==> src/rtl/reg_file_sb.sv <==
`default_nettype none
// ============================================================================
// Module   : reg_file_sb
// Purpose  : Parametrised register file with two registered read ports, one
//            write port, write-to-read bypass, an optional hardwired zero
//            register, and a per-register busy scoreboard for hazard tracking.
// Ports    : clk, rst          - clock, asynchronous active-high reset
//            rd_en1/2          - read enables
//            rd_addr1/2        - read addresses
//            rd_data1/2        - registered read data (1-cycle latency)
//            rd_busy1/2        - registered busy flag of the read address
//            wr_en/addr/data   - write port (also clears the busy bit)
//            busy_set/addr     - issue strobe marking a pending write
//            busy_cnt          - number of registers currently busy
// Revision : 1.0 - initial release
// ============================================================================
module reg_file_sb #(
    parameter int DATA_W   = 32,
    parameter int ADDR_W   = 5,
    parameter int ZERO_REG = 1
) (
    input  logic              clk,
    input  logic              rst,
    input  logic              rd_en1,
    input  logic [ADDR_W-1:0] rd_addr1,
    output logic [DATA_W-1:0] rd_data1,
    output logic              rd_busy1,
    input  logic              rd_en2,
    input  logic [ADDR_W-1:0] rd_addr2,
    output logic [DATA_W-1:0] rd_data2,
    output logic              rd_busy2,
    input  logic              wr_en,
    input  logic [ADDR_W-1:0] wr_addr,
    input  logic [DATA_W-1:0] wr_data,
    input  logic              busy_set,
    input  logic [ADDR_W-1:0] busy_addr,
    output logic [ADDR_W:0]   busy_cnt
);

    localparam int c_DEPTH = 2 ** ADDR_W;

    logic [DATA_W-1:0]  r_mem [c_DEPTH];
    logic [c_DEPTH-1:0] r_busy;
    logic [DATA_W-1:0]  r_rd_data1;
    logic [DATA_W-1:0]  r_rd_data2;
    logic               r_rd_busy1;
    logic               r_rd_busy2;
    logic [ADDR_W:0]    r_busy_cnt;

    logic               w_wr_ok;
    logic               w_set_ok;
    logic               w_rd1_zero;
    logic               w_rd2_zero;
    logic [c_DEPTH-1:0] w_busy_next;
    logic [ADDR_W:0]    w_cnt_next;

    // Accesses to register 0 are neutralised when it is hardwired to zero.
    assign w_wr_ok    = wr_en    && !((ZERO_REG != 0) && (wr_addr   == '0));
    assign w_set_ok   = busy_set && !((ZERO_REG != 0) && (busy_addr == '0));
    assign w_rd1_zero = (ZERO_REG != 0) && (rd_addr1 == '0);
    assign w_rd2_zero = (ZERO_REG != 0) && (rd_addr2 == '0);

    // Post-update busy vector: clear by the write first, then the set, so a
    // newly issued producer wins over a retiring one on the same register.
    always_comb begin
        w_busy_next = r_busy;
        if (w_wr_ok) begin
            w_busy_next[wr_addr] = 1'b0;
        end
        if (w_set_ok) begin
            w_busy_next[busy_addr] = 1'b1;
        end
    end

    // Population count of the post-update busy vector.
    always_comb begin
        w_cnt_next = '0;
        for (int i = 0; i < c_DEPTH; i++) begin
            w_cnt_next = w_cnt_next + {{ADDR_W{1'b0}}, w_busy_next[i]};
        end
    end

    always_ff @(posedge clk or posedge rst) begin
        if (rst) begin
            for (int i = 0; i < c_DEPTH; i++) begin
                r_mem[i] <= '0;
            end
            r_busy     <= '0;
            r_busy_cnt <= '0;
            r_rd_data1 <= '0;
            r_rd_data2 <= '0;
            r_rd_busy1 <= 1'b0;
            r_rd_busy2 <= 1'b0;
        end else begin
            if (w_wr_ok) begin
                r_mem[wr_addr] <= wr_data;
            end
            r_busy     <= w_busy_next;
            r_busy_cnt <= w_cnt_next;

            // Read port 1: bypass the in-flight write so the reader sees the
            // value being committed on this edge.
            if (rd_en1) begin
                if (w_rd1_zero) begin
                    r_rd_data1 <= '0;
                    r_rd_busy1 <= 1'b0;
                end else begin
                    r_rd_data1 <= (w_wr_ok && (wr_addr == rd_addr1)) ? wr_data : r_mem[rd_addr1];
                    r_rd_busy1 <= w_busy_next[rd_addr1];
                end
            end

            // Read port 2: identical behaviour, independent address.
            if (rd_en2) begin
                if (w_rd2_zero) begin
                    r_rd_data2 <= '0;
                    r_rd_busy2 <= 1'b0;
                end else begin
                    r_rd_data2 <= (w_wr_ok && (wr_addr == rd_addr2)) ? wr_data : r_mem[rd_addr2];
                    r_rd_busy2 <= w_busy_next[rd_addr2];
                end
            end
        end
    end

    assign rd_data1 = r_rd_data1;
    assign rd_data2 = r_rd_data2;
    assign rd_busy1 = r_rd_busy1;
    assign rd_busy2 = r_rd_busy2;
    assign busy_cnt = r_busy_cnt;

endmodule
`default_nettype wire

==> config.mk <==
export PLATFORM = sky130hd
export DESIGN_NAME = reg_file_sb
export DESIGN_NICKNAME = d
export VERILOG_FILES = /design/src/rtl/reg_file_sb.sv
export SDC_FILE = /design/constraint.sdc
export NUM_CORES = 2
export LEC_CHECK = 0
export CAP_MARGIN = 10
export CORE_MARGIN = 1
export CORE_UTILIZATION = 40
export DETAILED_ROUTE_END_ITERATION = 8
export PLACE_DENSITY = 0.62
export SLEW_MARGIN = 20
export SYNTH_ARGS = -nofsm -noshare
export SYNTH_HDL_FRONTEND = slang
export SYNTH_SLANG_ARGS = --single-unit
export TNS_END_PERCENT = 20
==> constraint.sdc <==
create_clock -name clk -period 58.3 [get_ports clk]
set_input_delay 8.745 -clock clk [delete_from_list [all_inputs] [get_ports clk]]
set_output_delay 8.745 -clock clk [all_outputs]
set_load 0.05 [all_outputs]
==> flow_metrics.tcl <==
set metrics [dict create \
    status "completed" \
    cp_max_fo 34 \
    port_buffers 129 \
    syn_inst 4296 \
    drt_iter0_drc 3920 \
    power_density_nw_per_um2 38.4 \
    syn_avg_cell_area_um2 14.1 \
    synthesis.area_um2 60700 \
    leakagePower_nw 29.2 \
    rsz0062_at_grt "false" \
    fin_util_pct 45.0 \
    worst-endpoint-arrival_ns 15.68 \
    core-area_um2 150000 \
    ys_top_cells_by_area "dfrtp_1 (47%), mux2_2 (18%), mux4_2 (16%), mux2i_1 (4.5%), clkbuf_1 (1.8%)" \
    ys.flop_type "dfrtp_1" \
    globalplace.congestion 0.872 \
    maxSlewHeadroom_pct 26.2 \
    regToRegSetupSlack_ns 53.11 \
    rows 142 \
    seq_area_frac_synth_pct 46.5 \
    place_area_um2 63300 \
    syn2layout_area_growth_pct 11.4 \
    peakVddDrop_v 0.0000791 \
    layout_min_cycle_time_ns 15.04 \
    timing.hold.ws_ns 0.400 \
    grt_use_total_pct 24.6 \
    cts_tree "built" \
    dp_cells 6064 \
    antenna_found_initial 8 \
    cts-root-buf "clkbuf_16" \
    async_flop_share_pct 100 \
    cts_made_buffers 130 \
    fmax_mhz 66.5 \
    clock_path_buffers 3 \
    clkLatencyLatePin_ns 0.74 \
    htreeDepth 4 \
    yosys.cell_types.count 60 \
    num_vias 39600 \
    power_mw 2.59 \
    worst_slack_ns 43.26 \
    dp_slack_ns 42.59 \
    drive_above_1_share_pct 42.6 \
    finalHoldViolations 0 \
    diodes 0 \
    finalMaxSlewViolations 0 \
    ios 130 \
    die_w_um 391 \
    gr-total-overflow 0 \
    hp-class "reg2reg" \
    synth_nets 4385 \
    startpoint_type "input port" \
    start_util_pct 40.4 \
    viasPerCell 6.30 \
    cts.repair.resized 0 \
    cts_hold_buf 0 \
    setup_viol 0 \
    drt_first_pass_iters 6 \
    skew_ns 0.0230 \
    dieArea_um2 153000 \
    grt_max_degree 168 \
    cp-end-kind "register" \
    synth_area_leader_cell "dfrtp_1" \
    drc_errors 0 \
    critPathKind "in2reg" \
    grt_pass1_wl_um 277000 \
    synth_enable_flop_cells 0 \
    layout.nets 4269 \
    die_h_um 391 \
    post-route-period-util_pct 25.8 \
    multi_input_area_um2 30100 \
    synth-seq-cells 1128 \
    post_cts_buffers 0 \
    finalWirelength_um 188000 \
    first_global_vias 40300 \
    path_clk_slew_ns 0.06 \
    worst_pin_slew_ns 1.10 \
    final_antenna_net_count 0 \
    stdcell_count 6288 \
    fillers 13300 \
    max_cap_viol_count 0 \
    seq_area_um2 28200 \
    synth_top_cell_area_share_pct 46.5 \
    yosys_warnings 0 \
    fin_setup_tns_ns 0 \
    wire_per_inst_um 29.8 \
    worstPathRequired_ns 58.94 \
    clock-sinks 1128 \
    fin_area_um2 67600 \
    dp_hpwl_um 102000 \
]
-- flip-flops by register name, indices dropped and copies added (netlist names) --
signal	cells
r_mem	1024
rd_data2	32
rd_busy2	1
rd_busy1	1
busy_cnt	6
r_busy	32
rd_data1	32
-- worst max-delay path, stage by stage --
cell and delay (ns):
clkdlybuf4s50_1 0.76, nand4_1 0.53, nor2_4 0.19, buf_4 0.67, o21ai_0 0.35, fa_1 0.59, fa_1 0.55, inv_1 0.05
fa_1 0.50, inv_1 0.05, fa_1 0.49, fa_1 0.55, fa_1 0.42, ha_1 0.25, fa_1 0.46, a21o_1 0.19
a21oi_1 0.16, xnor2_1 0.14
-- report_power, final --
| part | internal (mW) | switching, mW | total, mW | leakage [nW] |
|---|---|---|---|---|
| Combinational | 0.374 | 0.337 | 0.711 | 12.6 |
| Sequential | 0.939 | 0.104 | 1.04 | 14.4 |
| Clock | 0.508 | 0.331 | 0.839 | 2.16 |
| Total | 1.82 | 0.772 | 2.59 | 29.2 |
-- logic make-up (layout without fill, tap and decap cells) --
family	count (synthesis)	count (layout)	synth area share (%)
muxes	1710	1710	39.4
DFF	1128	1128	46.5
buffers and inverters	575	551	4.21
AOI/OAI and AO/OA	462	462	5.68
and+or+nand+nor	377	377	3.03
adders and majority gates	31	31	0.936
xor gates and xnor gates	13	13	0.188
-- synth_stat cells, types with 35 or more instances --
cell type / instances
nor2_1: 115
a22oi_1: 65
inv_1: 100
or2_0: 35
nand3_1: 50
a221oi_1: 97
o32ai_1: 64
mux2_2: 993
nand2_1: 89
mux4_2: 444
o21ai_0: 43
buf_1: 63
mux2i_1: 273
dfrtp_1: 1128
buf_2: 54
clkbuf_1: 298
a21oi_1: 74
-- cell usage in the layout (no fill, tap or decap), types with 34 or more instances in the layout --
cell | netlist | routed
a21oi_1 | 74 | 74
a221oi_1 | 97 | 97
a22oi_1 | 65 | 65
and2_1 | 34 | 34
buf_4 | 27 | 91
clkbuf_16 | 0 | 136
clkdlybuf4s50_1 | 0 | 97
dfrtp_1 | 1128 | 1128
inv_1 | 100 | 95
mux2_2 | 993 | 993
mux2i_1 | 273 | 273
mux4_2 | 444 | 444
nand2_1 | 89 | 68
nand3_1 | 50 | 50
nor2_1 | 115 | 105
o21ai_0 | 43 | 43
o32ai_1 | 64 | 64
or2_0 | 35 | 35
-- metal layers --
metal	vias up	global-route usage (%)	wire length, um
li1	16200	-	-
met1	21400	34.6	80800
met2	1616	37.3	84800
met3	400	5.25	14800
met4	8	9.18	7060
met5	-	0.670	182
-- worst paths after layout --
path                                end  startpoint  cells past startpoint
max                         busy_cnt[4]  wr_addr[2]                     18
min                          r_mem[996]  r_mem[996]                      0
max reg2reg                 busy_cnt[4]  r_busy[15]                     15
min reg2reg                  r_mem[996]  r_mem[996]                      0
max in group asynchronous    r_mem[364]         rst                      5
min in group asynchronous  rd_data1[19]         rst                      2
-- layout make-up --
type	instances	area share (%)
Inverter	103	0.591
Clock buffer	192	5.81
Sequential cell	1128	41.8
Tap cell	2016	3.73
Multi-Input combinational cell	2593	44.5
Clock inverter	32	0.644
Timing Repair Buffer	224	2.92
Note: power is estimated with default switching activity, not from simulation.
